[config.mk]
export PLATFORM = sky130hd
export DESIGN_NAME = uart_tx
export DESIGN_NICKNAME = d
export VERILOG_FILES = /design/src/rtl/uart_tx.sv
export SDC_FILE = /design/constraint.sdc
export NUM_CORES = 1
export LEC_CHECK = 0
export BUFFER_PORTS_ARGS = -buffer_cell sky130_fd_sc_hd__buf_2
export CAP_MARGIN = 20
export CORE_MARGIN = 2
export CORE_UTILIZATION = 35
export CTS_CLUSTER_SIZE = 12
export DETAILED_ROUTE_END_ITERATION = 6
export PLACE_DENSITY = 0.56
export SLEW_MARGIN = 15
export SYNTH_ARGS = -nofsm -noshare
export SYNTH_HDL_FRONTEND = slang
export SYNTH_SLANG_ARGS = --single-unit
export TNS_END_PERCENT = 30
[constraint.sdc]
create_clock -name clk -period 1.9 [get_ports clk]
set_input_delay 0.285 -clock clk [delete_from_list [all_inputs] [get_ports clk]]
set_output_delay 0.285 -clock clk [all_outputs]
set_load 0.02 [all_outputs]
[src/rtl/uart_tx.sv]
// uart_tx: serialises one PAYLOAD_BITS-wide word per request into a
// start / data (LSB first) / stop frame. The bit timing matches the link's
// receiver, CYCLES_PER_BIT clocks per serial bit.
//
//   state | meaning
//   IDLE  | line high, waiting for uart_tx_en
//   START | start bit (line low) for one bit period
//   SEND  | data bits, LSB first, one bit period each
//   STOP  | stop bit(s), line high, STOP_BITS bit periods
module uart_tx #(
    parameter int CYCLES_PER_BIT = 5000,
    parameter int PAYLOAD_BITS   = 8,
    parameter int STOP_BITS      = 1,
    parameter int COUNT_REG_LEN  = 14
) (
    input  logic                    clk,
    input  logic                    resetn,
    input  logic                    uart_tx_en,
    input  logic [PAYLOAD_BITS-1:0] uart_tx_data,
    output logic                    uart_txd,
    output logic                    uart_tx_busy
);

    localparam int BIT_CNT_W  = $clog2(PAYLOAD_BITS + 1);
    localparam int STOP_CNT_W = $clog2(STOP_BITS + 1);

    localparam logic [COUNT_REG_LEN-1:0] CYCLE_LAST = COUNT_REG_LEN'(CYCLES_PER_BIT - 1);
    localparam logic [BIT_CNT_W-1:0]     BIT_LAST   = BIT_CNT_W'(PAYLOAD_BITS - 1);
    localparam logic [STOP_CNT_W-1:0]    STOP_LAST  = STOP_CNT_W'(STOP_BITS - 1);

    typedef enum logic [1:0] {
        IDLE  = 2'd0,
        START = 2'd1,
        SEND  = 2'd2,
        STOP  = 2'd3
    } state_t;

    state_t                    state_q, state_d;
    logic [COUNT_REG_LEN-1:0]  cycle_q, cycle_d;
    logic [BIT_CNT_W-1:0]      bit_q, bit_d;
    logic [STOP_CNT_W-1:0]     stop_q, stop_d;
    logic [PAYLOAD_BITS-1:0]   shift_q, shift_d;
    logic                      txd_q, txd_d;
    logic                      bit_end;

    assign bit_end      = (cycle_q == CYCLE_LAST);
    assign uart_txd     = txd_q;
    assign uart_tx_busy = (state_q != IDLE);

    // State, counters, shift register and the registered line driver.
    always_ff @(posedge clk) begin
        if (!resetn) begin
            state_q <= IDLE;
            cycle_q <= '0;
            bit_q   <= '0;
            stop_q  <= '0;
            shift_q <= '0;
            txd_q   <= 1'b1;
        end else begin
            state_q <= state_d;
            cycle_q <= cycle_d;
            bit_q   <= bit_d;
            stop_q  <= stop_d;
            shift_q <= shift_d;
            txd_q   <= txd_d;
        end
    end

    // Next-state, counter updates, and the line level for the next cycle
    // (computed from the next state so the start bit appears on the
    // accepting edge itself).
    always_comb begin
        state_d = state_q;
        cycle_d = cycle_q;
        bit_d   = bit_q;
        stop_d  = stop_q;
        shift_d = shift_q;
        txd_d   = 1'b1;

        case (state_q)
            IDLE: begin
                cycle_d = '0;
                bit_d   = '0;
                stop_d  = '0;
                if (uart_tx_en) begin
                    shift_d = uart_tx_data;
                    state_d = START;
                end
            end
            START: begin
                if (bit_end) begin
                    cycle_d = '0;
                    bit_d   = '0;
                    state_d = SEND;
                end else begin
                    cycle_d = cycle_q + 1'b1;
                end
            end
            SEND: begin
                if (bit_end) begin
                    cycle_d = '0;
                    shift_d = shift_q >> 1;
                    if (bit_q == BIT_LAST) begin
                        bit_d   = '0;
                        state_d = STOP;
                    end else begin
                        bit_d = bit_q + 1'b1;
                    end
                end else begin
                    cycle_d = cycle_q + 1'b1;
                end
            end
            STOP: begin
                bit_d = '0;
                if (bit_end) begin
                    cycle_d = '0;
                    if (stop_q == STOP_LAST) begin
                        stop_d  = '0;
                        state_d = IDLE;
                    end else begin
                        stop_d = stop_q + 1'b1;
                    end
                end else begin
                    cycle_d = cycle_q + 1'b1;
                end
            end
            default: begin
                state_d = IDLE;
            end
        endcase

        case (state_d)
            START:   txd_d = 1'b0;
            SEND:    txd_d = shift_d[0];
            default: txd_d = 1'b1;
        endcase
    end

endmodule

-- Yosys cells after proc, flatten, opt, wreduce, memory -nomap -nowiden
Cells that the tools add are included.
- add/sub/neg operators: 3
- equal/unequal tests: 11
- mux-type cells: 20
- reductions and logical operators: 9
- operators by type and width (kind ; number):
    $pmux 14 s2 ; 1
    $mux 8 ; 2
    $pmux 8 s2 ; 1
    $add 14x1->14 const B ; 1
    $eq 14x13->1 const B ; 1
    $mux 14 ; 1
    $mux 2 ; 6
    $mux 4 ; 3
    $pmux 4 s3 ; 1
    $ne 2x2->1 const B ; 4
    $pmux 2 s4 ; 1
    $eq 2x2->1 const B ; 3
    $reduce_bool 2->1 ; 3
    $add 4x1->4 const B ; 1
    $eq 2x1->1 const B ; 2
    $eq 4x3->1 const B ; 1
    $pmux 1 s2 ; 2
    $reduce_and 2->1 ; 2
    $reduce_and 3->1 ; 1
    $reduce_or 3->1 ; 1
    $logic_not 2->1 ; 1
    $mux 1 ; 2
    $reduce_or 2->1 ; 1
    $add 1x1->1 const B ; 1
- flip-flop bits (word level): 30
- bits of input ports: 11
- output and inout port bits: 2
- logic and storage cells: 50

-- Depth between registers and ports, before layout
- depth after elaboration: 6
- depth in mapped cells: 8
- gate-level depth less buffers: 8

-- Worst setup path before layout
OpenSTA, ideal clock, no wires.
- path type: register to register
- start: register cycle_q[0]
- end: register txd_q (netlist: uart_txd)
- library setup time: 133 ps
- arrival: 1723 ps
- data required time: 1767 ps
- path slack: 45 ps
- cell stages (with the launch flop): 9
- path buffers: 0
- clock period less this slack: 1855 ps
- cells stage by stage: dfxtp_1 ha_1 and2_1 and4_2 a21oi_1 or2_2 ha_1 inv_1 o2111ai_1
- word-level cells in the longest chain between the ends: 5
- elaborated cells on any way between the ends: 10
- those cells by class: eq/ne: 3; mux: 7
- RTL lines (what ; RTL line ; source):
    from (decl) ; 39 ; logic [COUNT_REG_LEN-1:0] cycle_q, cycle_d;
    from (signal assigned) ; 61 ; cycle_q <= cycle_d;
    $eq 14x13->1 * ; 46 ; assign bit_end = (cycle_q == CYCLE_LAST);
    $mux 2, on equally long branches ; 115, 100, 91 ;
    $pmux 2 s4 * ; 80 ; case (state_q)
    named net state_d[1] ; 38 ; state_t state_q, state_d;
    $eq 2x2->1 / $eq 2x1->1 (equally long branches) ; 132 ; case (state_d)
    $pmux 1 s2 * ; 132 ;
    to (signal assigned) ; 65 ; txd_q <= txd_d;
    to (decl) ; 43 ; logic txd_q, txd_d;
Mark *: on every way through the listed nets, which the timed path passes. The rest lies on a longest branch. The select of a mux whose other input is x is not followed.
A chain may end at the register's enable or synchronous reset.

-- Final worst setup path
- start: register cycle_q[5]
- end: register txd_q (netlist: uart_txd)
Same word-level chain as after synthesis.

==> out/metrics.yaml <==
track_usage: 0.152
initial_core_util: 0.369
stdcell_count: 238
cts_buffers: 5
cp-end-kind: "register"
via_count: 1222
ir_worst_vdd_mv: 0.425
tightest_slew_ps: 380
pre_cts_slack_ps: 30.0
critical_path_class: "reg -> reg"
cts_tree: "yes"
ios: 13
grt_pass1_vias: 1127
io_buffers: 12
holdWs_ps: 243
clock_latency_ps: 290
startpoint_type: "register"
final_nets: 203
grt_pass1_wl_um: 5060
place.gp.congestion: 0.766
synth_top_family_by_area: "simple AND/OR/NAND/NOR gates"
synth_fa_ha_area_frac: 0.0274
routedWlPerCell_um: 12.5
max_slew_margin: 0.746
h-tree-depth: 2
die_h_um: 66.6
p_comb_frac: 0.056
p_total_mw: 1.27
die_w_um: 66.6
cts_hold_buf: 0
yosys.area_share.simple: 0.295
maxCapViolCount: 0
post-route-period-util: 0.934
synth_compound_area_frac: 0.128
routed_wl_um: 2980
status: "completed"
cts.reportedPaths.clkPinSlew_ps: 60
initialDrtViolationCount: 62
place_inst: 230
swShare: 0.228
yosysSeqAreaShare: 0.424
drtAntennaViolNets: 0
period_needed_ps: 1770
dieArea_mm2: 0.00443
async_flop_share: 0
netlist_area_mm2: 0.00137
cp_max_fo: 4
synth_nets: 172
tns_ps: 0
avgSynthCellArea_um2: 8.67
synthMuxAreaShare: 0.00822
power.leakage_nw: 0.663
fp.coreArea_mm2: 0.00372
firstDrtPassIters: 4
clock_sinks: 29
clockRootBuffer: "clkbuf_8"
ys_types: 33
rsz0062_at_grt: "no"
cts_max_path_buffers: 2
arrival_ps: 1940
seq_power_share: 0.498
report.final.setup_viol: 0
maxSlewViolCount: 0
required_ps: 2070
vias_per_cell: 5.13
route.detailed.drc: 0
yosys_warnings: 0
fin_skew_ps: 5.25
synth-main-ff-cell: "dfxtp_1"
synth_cells: 158
place_hpwl_um: 2160
setup_ws_ps: 125
n_antenna_cell: 0
grt_max_degree: 15
antenna_found_initial: 0
hold_path_class: "in -> reg"
rows: 22
intPower_mw: 0.979
grt-ovfl-total: 0
hold_viol_final: 0
synth_edf_count: 0
p_per_area_mw_per_mm2: 739
drive_gt1_frac: 0.263
power_frac_clock: 0.446
area_growth_pct: 25.2
fmax_mhz: 564
synth_xor_area_frac: 0.0767
power.switching_mw: 0.288
synth_seq_cells: 29
-- registers in the layout, indices dropped and copies added (netlist names) --
| name | cells |
|---|---|
| bit_q | 4 |
| cycle_q | 14 |
| shift_q | 8 |
| state_q | 2 |
| uart_txd | 1 |
-- cells in the mapped netlist (all sizes together), types with 2 or more instances --
| cell type | count | area [um2] |
|---|---|---|
| nand2 | 12 | 45.0 |
| and4 | 2 | 20.0 |
| ha | 3 | 37.5 |
| xnor2 | 8 | 70.1 |
| dfxtp | 29 | 581 |
| a21oi | 13 | 65.1 |
| a22oi | 7 | 52.6 |
| nand4 | 6 | 43.8 |
| o211ai | 4 | 30.0 |
| and3 | 3 | 18.8 |
| buf | 2 | 15.0 |
| xor2 | 4 | 35.0 |
| inv | 9 | 33.8 |
| nor3 | 4 | 20.0 |
| nand3 | 14 | 70.1 |
| nor2 | 19 | 71.3 |
| clkbuf | 2 | 7.51 |
| and2 | 2 | 12.5 |
| nor4 | 2 | 12.5 |
-- cells in the final DEF (no fill, tap or decap), drive strengths merged, types with 2 or more instances in the layout --
| cell type | instances |
|---|---|
| and2 | 2 |
| xnor2 | 8 |
| nand3 | 14 |
| nor4 | 2 |
| and4 | 2 |
| nor2 | 19 |
| a22oi | 7 |
| clkbuf | 7 |
| buf | 28 |
| ha | 3 |
| and3 | 3 |
| nand4 | 6 |
| nor3 | 4 |
| inv | 9 |
| o211ai | 4 |
| xor2 | 4 |
| a21oi | 13 |
| nand2 | 12 |
| dfxtp | 29 |
-- layout make-up --
class                   count  area (um2)
flip-flops and latches     29         586
clock inverters             1        5.00
repair buffers             28         193
inverters                   9        33.8
fillers                   382        2000
well taps                  48        60.1
clock buffers               7        96.3
multi-input cells         116         742
-- power by group through the flow --
stage	clock network, mW	logic [mW]	registers [mW]
after detailed placement	0	0.0712	0.644
after global placement	0	0.0696	0.643
after CTS	0.577	0.0718	0.631
after floorplan	0	0.0404	0.644
after global routing	0.599	0.0812	0.632
final	0.565	0.0715	0.631
-- metal layers --
metal,up-vias,share of wire,wire length (um),track usage
met1,567,0.47,1400,0.186
li1,625,-,-,-
met4,0,0.016,47,0.0689
met2,24,0.48,1420,0.246
met5,-,0,0,0
met3,6,0.038,112,0.0456
-- through the flow --
stage	utilization	cell area, um2
after floorplan	-	1370
after detailed placement	0.431	1600
after global routing	0.462	1720
final	0.462	1720
after global placement	0.431	1600
after CTS	0.458	1700
-- path summary, 6_finish.rpt --
path                                 start         end  slack (ps)  cells after the start
worst max-delay path            cycle_q[5]    uart_txd         130                      7
worst min-delay path                resetn    uart_txd         240                      2
worst max register to register  cycle_q[5]    uart_txd         130                      7
worst min register to register  shift_q[3]  shift_q[3]         470                      2
-- critical path, stage by stage, from the launching register on --
cell       delay [ps]
dfxtp_1           330
and4bb_2          350
and4_4            230
a21oi_1            80
or2_4             260
ha_1              270
inv_1              60
o2111ai_1          80
-- cell families after synthesis --
logic type               Yosys count
buffers and inverters             13
XOR/XNOR                          12
AO/OA/AOI/OAI                     28
multiplexers                       1
AND/OR/NAND/NOR                   72
flip-flops                        29
adder cells (fa/ha/maj)            3
-- what timing repair did --
| item | CTS | global route |
|---|---|---|
| setup buffers | 0 | 0 |
| gates resized for setup | 0 | 8 |
| setup endpoints to repair | 0 | 1 |
Power figures use the tool's default switching activity.
